<file path="config.mk">
export PLATFORM = sky130hd
export DESIGN_NAME = quad_encoder_bank
export DESIGN_NICKNAME = d
export VERILOG_FILES = /design/src/rtl/enc_pkg.sv /design/src/rtl/enc_channel.sv /design/src/rtl/quad_encoder_bank.sv
export SDC_FILE = /design/constraint.sdc
export NUM_CORES = 1
export LEC_CHECK = 0
export BUFFER_PORTS_ARGS = -buffer_cell sky130_fd_sc_hd__buf_2
export CORE_MARGIN = 2
export CORE_UTILIZATION = 51
export CTS_BUF_LIST = sky130_fd_sc_hd__clkbuf_8
export DETAILED_ROUTE_END_ITERATION = 16
export GPL_TIMING_DRIVEN = 0
export PLACE_DENSITY_LB_ADDON = 0.2
export SLEW_MARGIN = 30
export SYNTH_ARGS = -nofsm -noshare
export SYNTH_HDL_FRONTEND = slang
export SYNTH_HIERARCHICAL = 1
export SYNTH_SLANG_ARGS = --single-unit
</file>
<file path="constraint.sdc">
create_clock -name clk -period 4.3 [get_ports clk]
set_input_delay 0.43 -clock clk [delete_from_list [all_inputs] [get_ports clk]]
set_output_delay 0.43 -clock clk [all_outputs]
set_load 0.03 [all_outputs]
</file>
<file path="src/rtl/enc_pkg.sv">
// Shared definitions for the quadrature encoder bank: Gray state codes, step codes
// and the prev/cur transition classifier used by every channel.
package enc_pkg;

    localparam logic [1:0] S00 = 2'b00;
    localparam logic [1:0] S01 = 2'b01;
    localparam logic [1:0] S11 = 2'b11;
    localparam logic [1:0] S10 = 2'b10;

    typedef enum logic [1:0] {
        STEP_NONE = 2'd0,
        STEP_UP   = 2'd1,
        STEP_DOWN = 2'd2,
        STEP_ERR  = 2'd3
    } step_e;

    // States are {a,b}; CW order is 00 -> 01 -> 11 -> 10 -> 00.
    function automatic step_e decode_step(input logic [1:0] prev,
                                          input logic [1:0] cur,
                                          input logic       x4);
        step_e s;
        logic  up;
        s  = STEP_NONE;
        up = ((prev == S00) && (cur == S01)) || ((prev == S01) && (cur == S11)) ||
             ((prev == S11) && (cur == S10)) || ((prev == S10) && (cur == S00));
        if ((prev ^ cur) == 2'b11) begin
            s = STEP_ERR;
        end else if (prev != cur) begin
            if (x4 || (cur == S00)) begin
                s = up ? STEP_UP : STEP_DOWN;
            end
        end
        return s;
    endfunction

endpackage

</file>
<file path="src/rtl/enc_channel.sv">
// One encoder channel: 2-flop sync, tick-sampled debounce, Gray decode, bounded counter.
// Step acceleration is built only when ENC_ACCEL_EN is defined.
module enc_channel
    import enc_pkg::*;
#(
    parameter int               WIDTH     = 16,
    parameter int               DB_LEN    = 4,
    parameter int               X4        = 1,
    parameter int               WRAP      = 1,
    parameter logic [WIDTH-1:0] MIN_VAL   = '0,
    parameter logic [WIDTH-1:0] MAX_VAL   = '1,
    parameter logic [WIDTH-1:0] INIT_VAL  = '0,
    parameter int               ACCEL_WIN = 8,
    parameter int               ACCEL_MUL = 4
) (
    input  logic             clk,
    input  logic             rst_n,
    input  logic             i_tick,
    input  logic             a,
    input  logic             b,
    input  logic             clear,
    output logic [WIDTH-1:0] value,
    output logic             step_p,
    output logic             dir,
    output logic             err_p
);

    logic [1:0]       w_pin;
    logic [1:0]       w_acc;
    step_e            w_step;
    logic             w_is_step;
    logic [WIDTH:0]   w_mag;
    logic [WIDTH:0]   w_up;
    logic [WIDTH:0]   w_dn;
    logic [WIDTH:0]   w_next;
    logic [1:0]       r_prev;
    logic [WIDTH-1:0] r_value;
    logic             r_step_p;
    logic             r_dir;
    logic             r_err_p;

    assign w_pin = {a, b};

    genvar gi;
    generate
        for (gi = 0; gi < 2; gi++) begin : g_pin
            logic [1:0]        r_sync;
            logic [DB_LEN-1:0] r_sh;
            logic              r_acc;

            // Accepted level only moves once the whole sample window agrees.
            always_ff @(posedge clk or negedge rst_n) begin
                if (!rst_n) begin
                    r_sync <= 2'b11;
                    r_sh   <= '1;
                    r_acc  <= 1'b1;
                end else begin
                    r_sync <= {r_sync[0], w_pin[gi]};
                    if (i_tick) r_sh <= {r_sh[DB_LEN-2:0], r_sync[1]};
                    if (&r_sh)       r_acc <= 1'b1;
                    else if (~|r_sh) r_acc <= 1'b0;
                end
            end

            assign w_acc[gi] = r_acc;
        end
    endgenerate

    assign w_step    = decode_step(r_prev, w_acc, X4 != 0);
    assign w_is_step = (w_step == STEP_UP) || (w_step == STEP_DOWN);

`ifdef ENC_ACCEL_EN
    localparam int CW = $clog2(ACCEL_WIN + 1);
    logic [CW-1:0] r_since;

    // Starts saturated so the first step after reset is never accelerated.
    always_ff @(posedge clk or negedge rst_n) begin
        if (!rst_n) begin
            r_since <= CW'(ACCEL_WIN);
        end else if (clear || w_is_step) begin
            r_since <= '0;
        end else if (i_tick && (r_since < CW'(ACCEL_WIN))) begin
            r_since <= r_since + 1'b1;
        end
    end

    assign w_mag = (r_since < CW'(ACCEL_WIN)) ? (WIDTH+1)'(ACCEL_MUL) : (WIDTH+1)'(1);
`else
    assign w_mag = (WIDTH+1)'(1);
`endif

    assign w_up = {1'b0, r_value} + w_mag;
    assign w_dn = {1'b0, r_value} - w_mag;

    // A borrow out of the subtraction sets the extra top bit.
    always_comb begin
        w_next = {1'b0, r_value};
        if (w_step == STEP_UP) begin
            if (w_up > {1'b0, MAX_VAL}) w_next = (WRAP != 0) ? {1'b0, MIN_VAL} : {1'b0, MAX_VAL};
            else                        w_next = w_up;
        end else if (w_step == STEP_DOWN) begin
            if (w_dn[WIDTH] || (w_dn < {1'b0, MIN_VAL}))
                w_next = (WRAP != 0) ? {1'b0, MAX_VAL} : {1'b0, MIN_VAL};
            else
                w_next = w_dn;
        end
    end

    always_ff @(posedge clk or negedge rst_n) begin
        if (!rst_n) begin
            r_prev   <= S11;
            r_value  <= INIT_VAL;
            r_step_p <= 1'b0;
            r_dir    <= 1'b0;
            r_err_p  <= 1'b0;
        end else begin
            r_prev   <= w_acc;
            r_err_p  <= (w_step == STEP_ERR);
            r_step_p <= 1'b0;
            if (clear) begin
                r_value <= INIT_VAL;
            end else if (w_is_step) begin
                r_value  <= w_next[WIDTH-1:0];
                r_step_p <= 1'b1;
                r_dir    <= (w_step == STEP_UP);
            end
        end
    end

    assign value  = r_value;
    assign step_p = r_step_p;
    assign dir    = r_dir;
    assign err_p  = r_err_p;

endmodule

</file>
<file path="src/rtl/quad_encoder_bank.sv">
// N-channel quadrature encoder front end: one shared debounce tick divider fanned out to
// N_CH enc_channel instances. Optional step acceleration via ENC_ACCEL_EN.
module quad_encoder_bank
    import enc_pkg::*;
#(
    parameter int               N_CH      = 2,
    parameter int               WIDTH     = 16,
    parameter int               DB_DIV    = 256,
    parameter int               DB_LEN    = 4,
    parameter int               X4        = 1,
    parameter int               WRAP      = 1,
    parameter logic [WIDTH-1:0] MIN_VAL   = '0,
    parameter logic [WIDTH-1:0] MAX_VAL   = '1,
    parameter logic [WIDTH-1:0] INIT_VAL  = '0,
    parameter int               ACCEL_WIN = 8,
    parameter int               ACCEL_MUL = 4
) (
    input  logic                  clk,
    input  logic                  rst_n,
    input  logic [N_CH-1:0]       a,
    input  logic [N_CH-1:0]       b,
    input  logic [N_CH-1:0]       clear,
    output logic [N_CH*WIDTH-1:0] value,
    output logic [N_CH-1:0]       step_p,
    output logic [N_CH-1:0]       dir,
    output logic [N_CH-1:0]       err_p
);

    localparam int DW = $clog2(DB_DIV);

    logic [DW-1:0] r_div;
    logic          r_tick;

    always_ff @(posedge clk or negedge rst_n) begin
        if (!rst_n) begin
            r_div  <= '0;
            r_tick <= 1'b0;
        end else if (r_div == DW'(DB_DIV - 1)) begin
            r_div  <= '0;
            r_tick <= 1'b1;
        end else begin
            r_div  <= r_div + 1'b1;
            r_tick <= 1'b0;
        end
    end

    genvar gi;
    generate
        for (gi = 0; gi < N_CH; gi++) begin : g_ch
            enc_channel #(
                .WIDTH    (WIDTH),
                .DB_LEN   (DB_LEN),
                .X4       (X4),
                .WRAP     (WRAP),
                .MIN_VAL  (MIN_VAL),
                .MAX_VAL  (MAX_VAL),
                .INIT_VAL (INIT_VAL),
                .ACCEL_WIN(ACCEL_WIN),
                .ACCEL_MUL(ACCEL_MUL)
            ) u_ch (
                .clk   (clk),
                .rst_n (rst_n),
                .i_tick(r_tick),
                .a     (a[gi]),
                .b     (b[gi]),
                .clear (clear[gi]),
                .value (value[gi*WIDTH +: WIDTH]),
                .step_p(step_p[gi]),
                .dir   (dir[gi]),
                .err_p (err_p[gi])
            );
        end
    endgenerate

endmodule

</file>
### Yosys cells after proc, flatten, opt, wreduce, memory -nomap -nowiden

Cells that the tools add are included.

| storage, ports and cells | value |
|---|---|
| register bits after elaboration | 79 |
| output and inout bits | 38 |
| word-level logic and storage cells | 134 |

| operators by class | value |
|---|---|
| add/sub/neg operators | 5 |
| magnitude comparators | 4 |
| eq/ne operators | 27 |
| mux-type cells | 32 |
| reductions and logical operators | 38 |
| bitwise operators | 4 |

Operators with widths:

| cell | number |
|---|---|
| 2-to-1 mux 16 bit | 12 |
| adder 16 x 1 -> 17 bit, second input constant | 2 |
| greater-than comparator 17 x 16 -> 1 bit, second input constant | 2 |
| < comparator 17 x 1 -> 1 bit, second input constant | 2 |
| subtractor 16 x 1 -> 17 bit, second input constant | 2 |
| equality test 2 bit, second input constant | 14 |
| AND reduction 4 bit | 4 |
| OR reduction 4 bit | 4 |
| 2-to-1 mux 1 bit | 13 |
| equality test 2 x 1 -> 1 bit, second input constant | 6 |
| 2-to-1 mux 2 bit | 6 |
| logical OR 1 bit | 10 |
| adder 8 x 1 -> 8 bit, second input constant | 1 |
| equality test 8 bit, second input constant | 1 |
| logical AND 1 bit | 8 |
| zero test 2 bit | 4 |
| 2-to-1 mux 8 bit | 1 |
| != test 2 x 1 -> 1 bit, second input constant | 4 |
| AND reduction 2 bit | 4 |
| nonzero test 3 bit | 2 |
| != test 2 bit | 2 |
| nonzero test 2 bit | 2 |
| bitwise XOR 2 bit | 2 |
| inverter 1 bit | 2 |

### Logic depth before layout (Yosys ltp)

| logic depth | value |
|---|---|
| depth after elaboration | 13 |
| gate-level depth with buffers | 13 |

### By module

The synthesis kept the hierarchy.

Modules (own cells, without submodules):

| module | instances | cells an instance | area an instance (um^2) |
|---|---|---|---|
| enc_channel | 2 | 279 | 2,349.8 |
| quad_encoder_bank | 1 | 30 | 367.9 |

### Worst setup path after synthesis

No wires, ideal clock.

| timing path | value |
|---|---|
| path type | register to register |
| from | register g_ch[0].u_ch.g_pin[1].r_acc |
| to | register g_ch[0].u_ch.r_value[9] |
| arrival | 2.770 ns |
| stages on the path, launching flop included | 14 |
| clock period less this slack | 2.891 ns |
| data required time | 4.179 ns |
| path buffers | 2 |
| slack | 1.409 ns |
| path through | dfstp_2 > clkbuf_1 > nor2_1 > a21o_1 > o21ai_0 > inv_1 > ha_1 > nor2_1 > and3_1 > or3_1 > o22a_1 > buf_2 > a21o_1 > a22o_1 |

| between the ends | value |
|---|---|
| longest elaborated chain between the ends | 12 |
| elaborated cells between the ends (all ways) | 26 |
| classes of those cells | 7 x eq/ne; 6 x mux; 1 x bitwise; 12 x reduce/logical |

Ends and longest elaborated chain:

| item | RTL line | RTL |
|---|---|---|
| from (decl) | enc_channel.sv:49 | `logic r_acc;` |
| from (signal assigned) | enc_channel.sv:56 | `r_acc <= 1'b1;` |
| from (signal assigned) | enc_channel.sv:60 | `if (&r_sh) r_acc <= 1'b1;` |
| from (signal assigned) | enc_channel.sv:61 | `else if (~\|r_sh) r_acc <= 1'b0;` |
| equality test 2 x 1 -> 1 bit / equality test 2 bit (equally long branches) | enc_pkg.sv:24 | `up = ((prev == S00) && (cur == S01)) \|\| ((prev == S01) && (cur == S11)) \|\|` |
| logical AND 1 bit | enc_pkg.sv:24 |  |
| logical OR 1 bit (2 in series) | enc_pkg.sv:24 |  |
| logical OR 1 bit | enc_pkg.sv:25 | `((prev == S11) && (cur == S10)) \|\| ((prev == S10) && (cur == S00));` |
| 2-to-1 mux 2 bit | enc_pkg.sv:30 | `s = up ? STEP_UP : STEP_DOWN;` |
| 2-to-1 mux 2 bit | enc_pkg.sv:28 | `end else if (prev != cur) begin` |
| 2-to-1 mux 2 bit (*) | enc_pkg.sv:26 | `if ((prev ^ cur) == 2'b11) begin` |
| equality test 2 x 1 -> 1 bit / equality test 2 bit (equally long branches) | enc_channel.sv:70, enc_channel.sv:98, enc_channel.sv:101 |  |
| 2-to-1 mux 16 bit / logical OR 1 bit (equally long branches) | enc_channel.sv:98, enc_channel.sv:70 |  |
| 2-to-1 mux 16 bit / nonzero test 2 bit (equally long branches) | n/a |  |
| 2-to-1 mux 16 bit / AND reduction 2 bit (equally long branches) | n/a |  |
| to (signal assigned) | enc_channel.sv:123 | `r_value <= w_next[WIDTH-1:0];` |
| to (decl) | enc_channel.sv:37 | `logic [WIDTH-1:0] r_value;` |

Mark *: on every way between the ends. The rest lies on a longest branch, timed or not. The select of a mux whose other input is x is not followed.
A chain may end at the register's enable or synchronous reset.

### Worst setup path after layout

| timing path | value |
|---|---|
| from | register g_ch[1].u_ch.g_pin[1].r_acc |
| to | register g_ch[1].u_ch.r_value[2] |

| between the ends | value |
|---|---|
| longest elaborated chain between the ends | 12 |
| elaborated cells between the ends (all ways) | 26 |
| classes of those cells | 7 x eq/ne; 6 x mux; 1 x bitwise; 12 x reduce/logical |

Ends and longest elaborated chain:

| item | RTL line |
|---|---|
| from (decl) | enc_channel.sv:49 |
| from (signal assigned) | enc_channel.sv:56 |
| from (signal assigned) | enc_channel.sv:60 |
| from (signal assigned) | enc_channel.sv:61 |
| equality test 2 x 1 -> 1 bit / equality test 2 bit (equally long branches) | enc_pkg.sv:24 |
| logical AND 1 bit | enc_pkg.sv:24 |
| logical OR 1 bit (2 in series) | enc_pkg.sv:24 |
| logical OR 1 bit | enc_pkg.sv:25 |
| 2-to-1 mux 2 bit | enc_pkg.sv:30 |
| 2-to-1 mux 2 bit | enc_pkg.sv:28 |
| 2-to-1 mux 2 bit (*) | enc_pkg.sv:26 |
| equality test 2 x 1 -> 1 bit / equality test 2 bit (equally long branches) | enc_channel.sv:70, enc_channel.sv:98, enc_channel.sv:101 |
| 2-to-1 mux 16 bit / logical OR 1 bit (equally long branches) | enc_channel.sv:98, enc_channel.sv:70 |
| 2-to-1 mux 16 bit / nonzero test 2 bit (equally long branches) | n/a |
| 2-to-1 mux 16 bit / AND reduction 2 bit (equally long branches) | n/a |
| to (signal assigned) | enc_channel.sv:123 |
| to (decl) | enc_channel.sv:37 |

Marked as above.

==> summary.txt <==
Synth
  • Post-synthesis register bit count: 79
  • Primary flip-flop cell chosen by synthesis mapping: dfrtp_1
  • Seq/Total Area, Yosys: 0.3980
  • Synth Instances: 588
  • Syn avg cell area: 8.618 µm²
  • Async SR Flop Fraction: 1.000
  • Synth unique cells: 52
  • Synth Net Count: 607
  • Post-synth EDFFs: 0
  • Post-synthesis cell area: 0.005067 mm²
  • Yosys warns: 6

STA
  • Slew Viols, Final: 0
  • FMAX: 282.8 MHz
  • RSZ-0062 raised after global routing: no
  • Setup Viol. Count Final: 0
  • Slew HR: 0.5057
  • Final TNS setup: 0 ns
  • Period utilization: 0.8223
  • Final min period: 3.536 ns
  • Fin. Hold Viols: 0
  • Worst setup margin: 0.7643 ns
  • Layout Skew: 0.009743 ns
  • Worst-Margin Slew: 0.7388 ns

Placed design
  • Post-DP HPWL: 9.672 mm
  • PortBufs: 45
  • Placed Cells: 767
  • Routability cong.: 0.9284
  • Pre-CTS setup slack: 0.8341 ns

Floorplan
  • Core Region: 0.009729 mm²
  • Cell Rows: 36
  • IO Count: 46
  • Die ar.: 0.01075 mm²
  • Die height: 103.7 µm
  • Die Wd: 103.7 µm
  • Initial Util: 0.5208

Power and ir drop
  • Leakage: 2.486 nW
  • Max rail drop VDD: 0.2442 mV
  • Pwr per Cell Area: 234.1 mW/mm²

Clock network
  • H-Tree Depth: 3
  • Buffer type at the clock tree root: clkbuf_8
  • Clock-pin slew on the worst setup and hold paths: 0.09 ns
  • Clk sinks: 79
  • TritonCTS Buffers: 9
  • CTS Buffer Depth: 2
  • Post-CTS setup buffer count: 0
  • CTS tree: built
  • Later-pin clock latency in the skew report: 0.36 ns

Worst setup path
  • Worst path top cell family by delay: compound AO/OA/AOI/OAI gates
  • Slowest-stage cell, CP: dfstp_2
  • CP cell instances: clkbuf_1, nor2_1, a21o_1, o21ai_0, inv_1, ha_1, nor2_1, nand2_1, a31oi_1, o22a_1, clkbuf_1, o21ai_0, nand2_1
  • Crit path largest cell delay: 0.53 ns
  • Worst setup EP type: flop
  • Critical-path maximum fanout: 10
  • CP required: 4.60 ns
  • Crit path DAT: 3.84 ns
  • WP buf/inv: 3
  • Critical path class: reg -> reg
  • Critical path launch point type: flop

Cells and area
  • Layout cell share with drive strength beyond 1: 0.2181
  • Post-route insts no fill: 784
  • Fill count: 923
  • Area Overhead vs Synth: 12.47%
  • Number of diodes: 0
  • Post-layout nets: 665

Detailed routing
  • Drt via density: 6.168
  • WL/cell: 17.42 µm
  • Iteration-0 DRC Markers: 299
  • Pre-Repair DR Iteration Count: 5
  • Vias: 4836
  • WL final: 13.66 mm
  • DRC viols: 0
  • Post-route antenna net violation count: 0

Job
  • Max-Cap Viols: 0

Worst hold path
  • Hold Crit Class: in -> reg

GRT
  • Grt total ovfl: 0
  • Total GRT Usage: 0.2565
  • Global-route wire length before repair: 22.43 mm
  • Largest net degree at the start of global routing: 52
  • Initial antenna violation count: 0
  • Vias in the first global route: 4588

Outcome
  • Run status: finished, final reports clean
==> flip-flops by register name, indices dropped and copies added, names as in the netlist <==
register / cells
g_ch.u_ch/value: 32
g_ch.u_ch/step_p: 2
g_ch.u_ch/g_pin.r_sh: 16
r_tick: 1
g_ch.u_ch/g_pin.r_acc: 4
r_div: 8
g_ch.u_ch/err_p: 2
g_ch.u_ch/dir: 2
g_ch.u_ch/g_pin.r_sync: 8
g_ch.u_ch/r_prev: 4
==> worst register-to-register path: cells and delay by family, from the launching register on <==
family                   cells  cell delay [ns]
flip-flops                   1             0.53
adder cells (fa/ha/maj)      1             0.32
buffers and inverters        3             0.90
AO/OA/AOI/OAI                5             1.11
AND/OR/NAND/NOR              4             0.62
==> worst paths after layout <==
| path | from | endpoint | slack (ns) | depth (start not counted) |
|---|---|---|---|---|
| min | a[0] | g_ch[0].u_ch/g_pin[1].r_sync[0]$_DFF_PN1_ | 0.16 | 1 |
| max in group asynchronous | rst_n | g_ch[0].u_ch/g_pin[1].r_sh[1]$_DFFE_PN1P_ | 3.21 | 3 |
| min in group asynchronous | rst_n | g_ch[1].u_ch/value[0]$_DFFE_PN0P_ | 0.50 | 2 |
| max | g_ch[1].u_ch/g_pin[1].r_acc$_DFFE_PN1P_ | g_ch[1].u_ch/value[2]$_DFFE_PN0P_ | 0.76 | 13 |
| max reg2reg | g_ch[1].u_ch/g_pin[1].r_acc$_DFFE_PN1P_ | g_ch[1].u_ch/value[2]$_DFFE_PN0P_ | 0.76 | 13 |
| min reg2reg | g_ch[1].u_ch/g_pin[0].r_sync[0]$_DFF_PN1_ | g_ch[1].u_ch/g_pin[0].r_sync[1]$_DFF_PN1_ | 0.35 | 0 |
==> power breakdown <==
part | switching [mW] | total (mW) | internal [mW]
Combinational | 0.0250 | 0.0342 | 0.00920
Clock | 0.320 | 0.549 | 0.229
Sequential | 0.000930 | 0.751 | 0.750
==> placed cells by master (no fill, tap or decap), types with 7 or more instances in the layout <==
| cell | n |
|---|---|
| inv_1 | 18 |
| mux2i_1 | 7 |
| and3_1 | 9 |
| or3_1 | 10 |
| a31oi_1 | 14 |
| buf_2 | 66 |
| o31ai_1 | 8 |
| o21ai_0 | 38 |
| nand4_1 | 11 |
| a21oi_1 | 29 |
| xnor2_1 | 9 |
| dfrtp_1 | 47 |
| o22ai_1 | 8 |
| nor3_1 | 18 |
| nor2_1 | 65 |
| clkbuf_8 | 9 |
| mux2_2 | 16 |
| a22o_1 | 14 |
| dfstp_2 | 32 |
| a21o_1 | 8 |
| clkbuf_1 | 24 |
| ha_1 | 11 |
| nand2_1 | 60 |
| nand3_1 | 20 |
==> kinds of logic after synthesis <==
logic type / synth area share
simple gates: 0.2304
compound gates: 0.2072
flops: 0.3980
buf+inv: 0.05482
mux: 0.05827
xor+xnor: 0.02420
fa+ha+maj: 0.02716
==> synthesized netlist by cell type, types with 5 or more instances <==
library cell,count,area share
nor2_1,65,0.048
nand2_1,60,0.044
dfrtp_1,47,0.23
o21ai_0,38,0.038
dfstp_2,32,0.17
a21oi_1,29,0.029
clkbuf_1,24,0.018
buf_2,22,0.022
nand3_1,20,0.020
inv_1,18,0.013
nor3_1,18,0.018
mux2_2,16,0.036
a22o_1,14,0.024
a31oi_1,14,0.017
ha_1,11,0.027
nand4_1,11,0.014
or3_1,10,0.012
and3_1,9,0.011
xnor2_1,9,0.016
a21o_1,8,0.012
o22ai_1,8,0.0099
o31ai_1,8,0.012
mux2i_1,7,0.014
and4_1,6,0.010
nand2b_1,6,0.0074
nand3b_1,6,0.0089
o211ai_1,6,0.0089
o31a_1,6,0.010
xor2_1,5,0.0086
==> final cells by class <==
type | count | area, µm² | share of cell area
clock inverter | 7 | 72.57 | 0.01273
tap | 133 | 166.4 | 0.02920
buffer | 48 | 210.2 | 0.03688
timing repair buffer | 47 | 269.0 | 0.04720
clock buffer | 9 | 123.9 | 0.02173
inverter | 18 | 67.56 | 0.01186
multi-input combinational | 443 | 2773 | 0.4865
sequential | 79 | 2017 | 0.3539
==> layer usage <==
| metal | vias up | wire (µm) | share of wire | track usage |
|---|---|---|---|---|
| li1 | 2266 | - | - | - |
| met1 | 2341 | 6204 | 0.45 | 0.3566 |
| met2 | 200 | 6223 | 0.46 | 0.4030 |
| met3 | 29 | 960 | 0.070 | 0.04279 |
| met4 | 0 | 267 | 0.020 | 0.09942 |
| met5 | - | 0 | 0 | 0 |
==> through the flow <==
step | hold WS [ns] | util | cell area [µm²] | power [mW]
after global routing | 0.1318 | 0.5858 | 5699 | 1.393
after global placement | 0.3468 | 0.5611 | 5459 | 0.7949
after detailed placement | 0.3242 | 0.5646 | 5493 | 0.7994
after CTS | 0.1404 | 0.5858 | 5699 | 1.355
after floorplan | 0.1344 | - | 5067 | 0.7722
final | 0.1595 | 0.5858 | 5699 | 1.334
==> what timing repair did <==
action                    CTS  global route
hold buffers                1             0
hold endpoints to repair   12             0
gates resized for setup     0             0
Power figures use the tool's default switching activity.
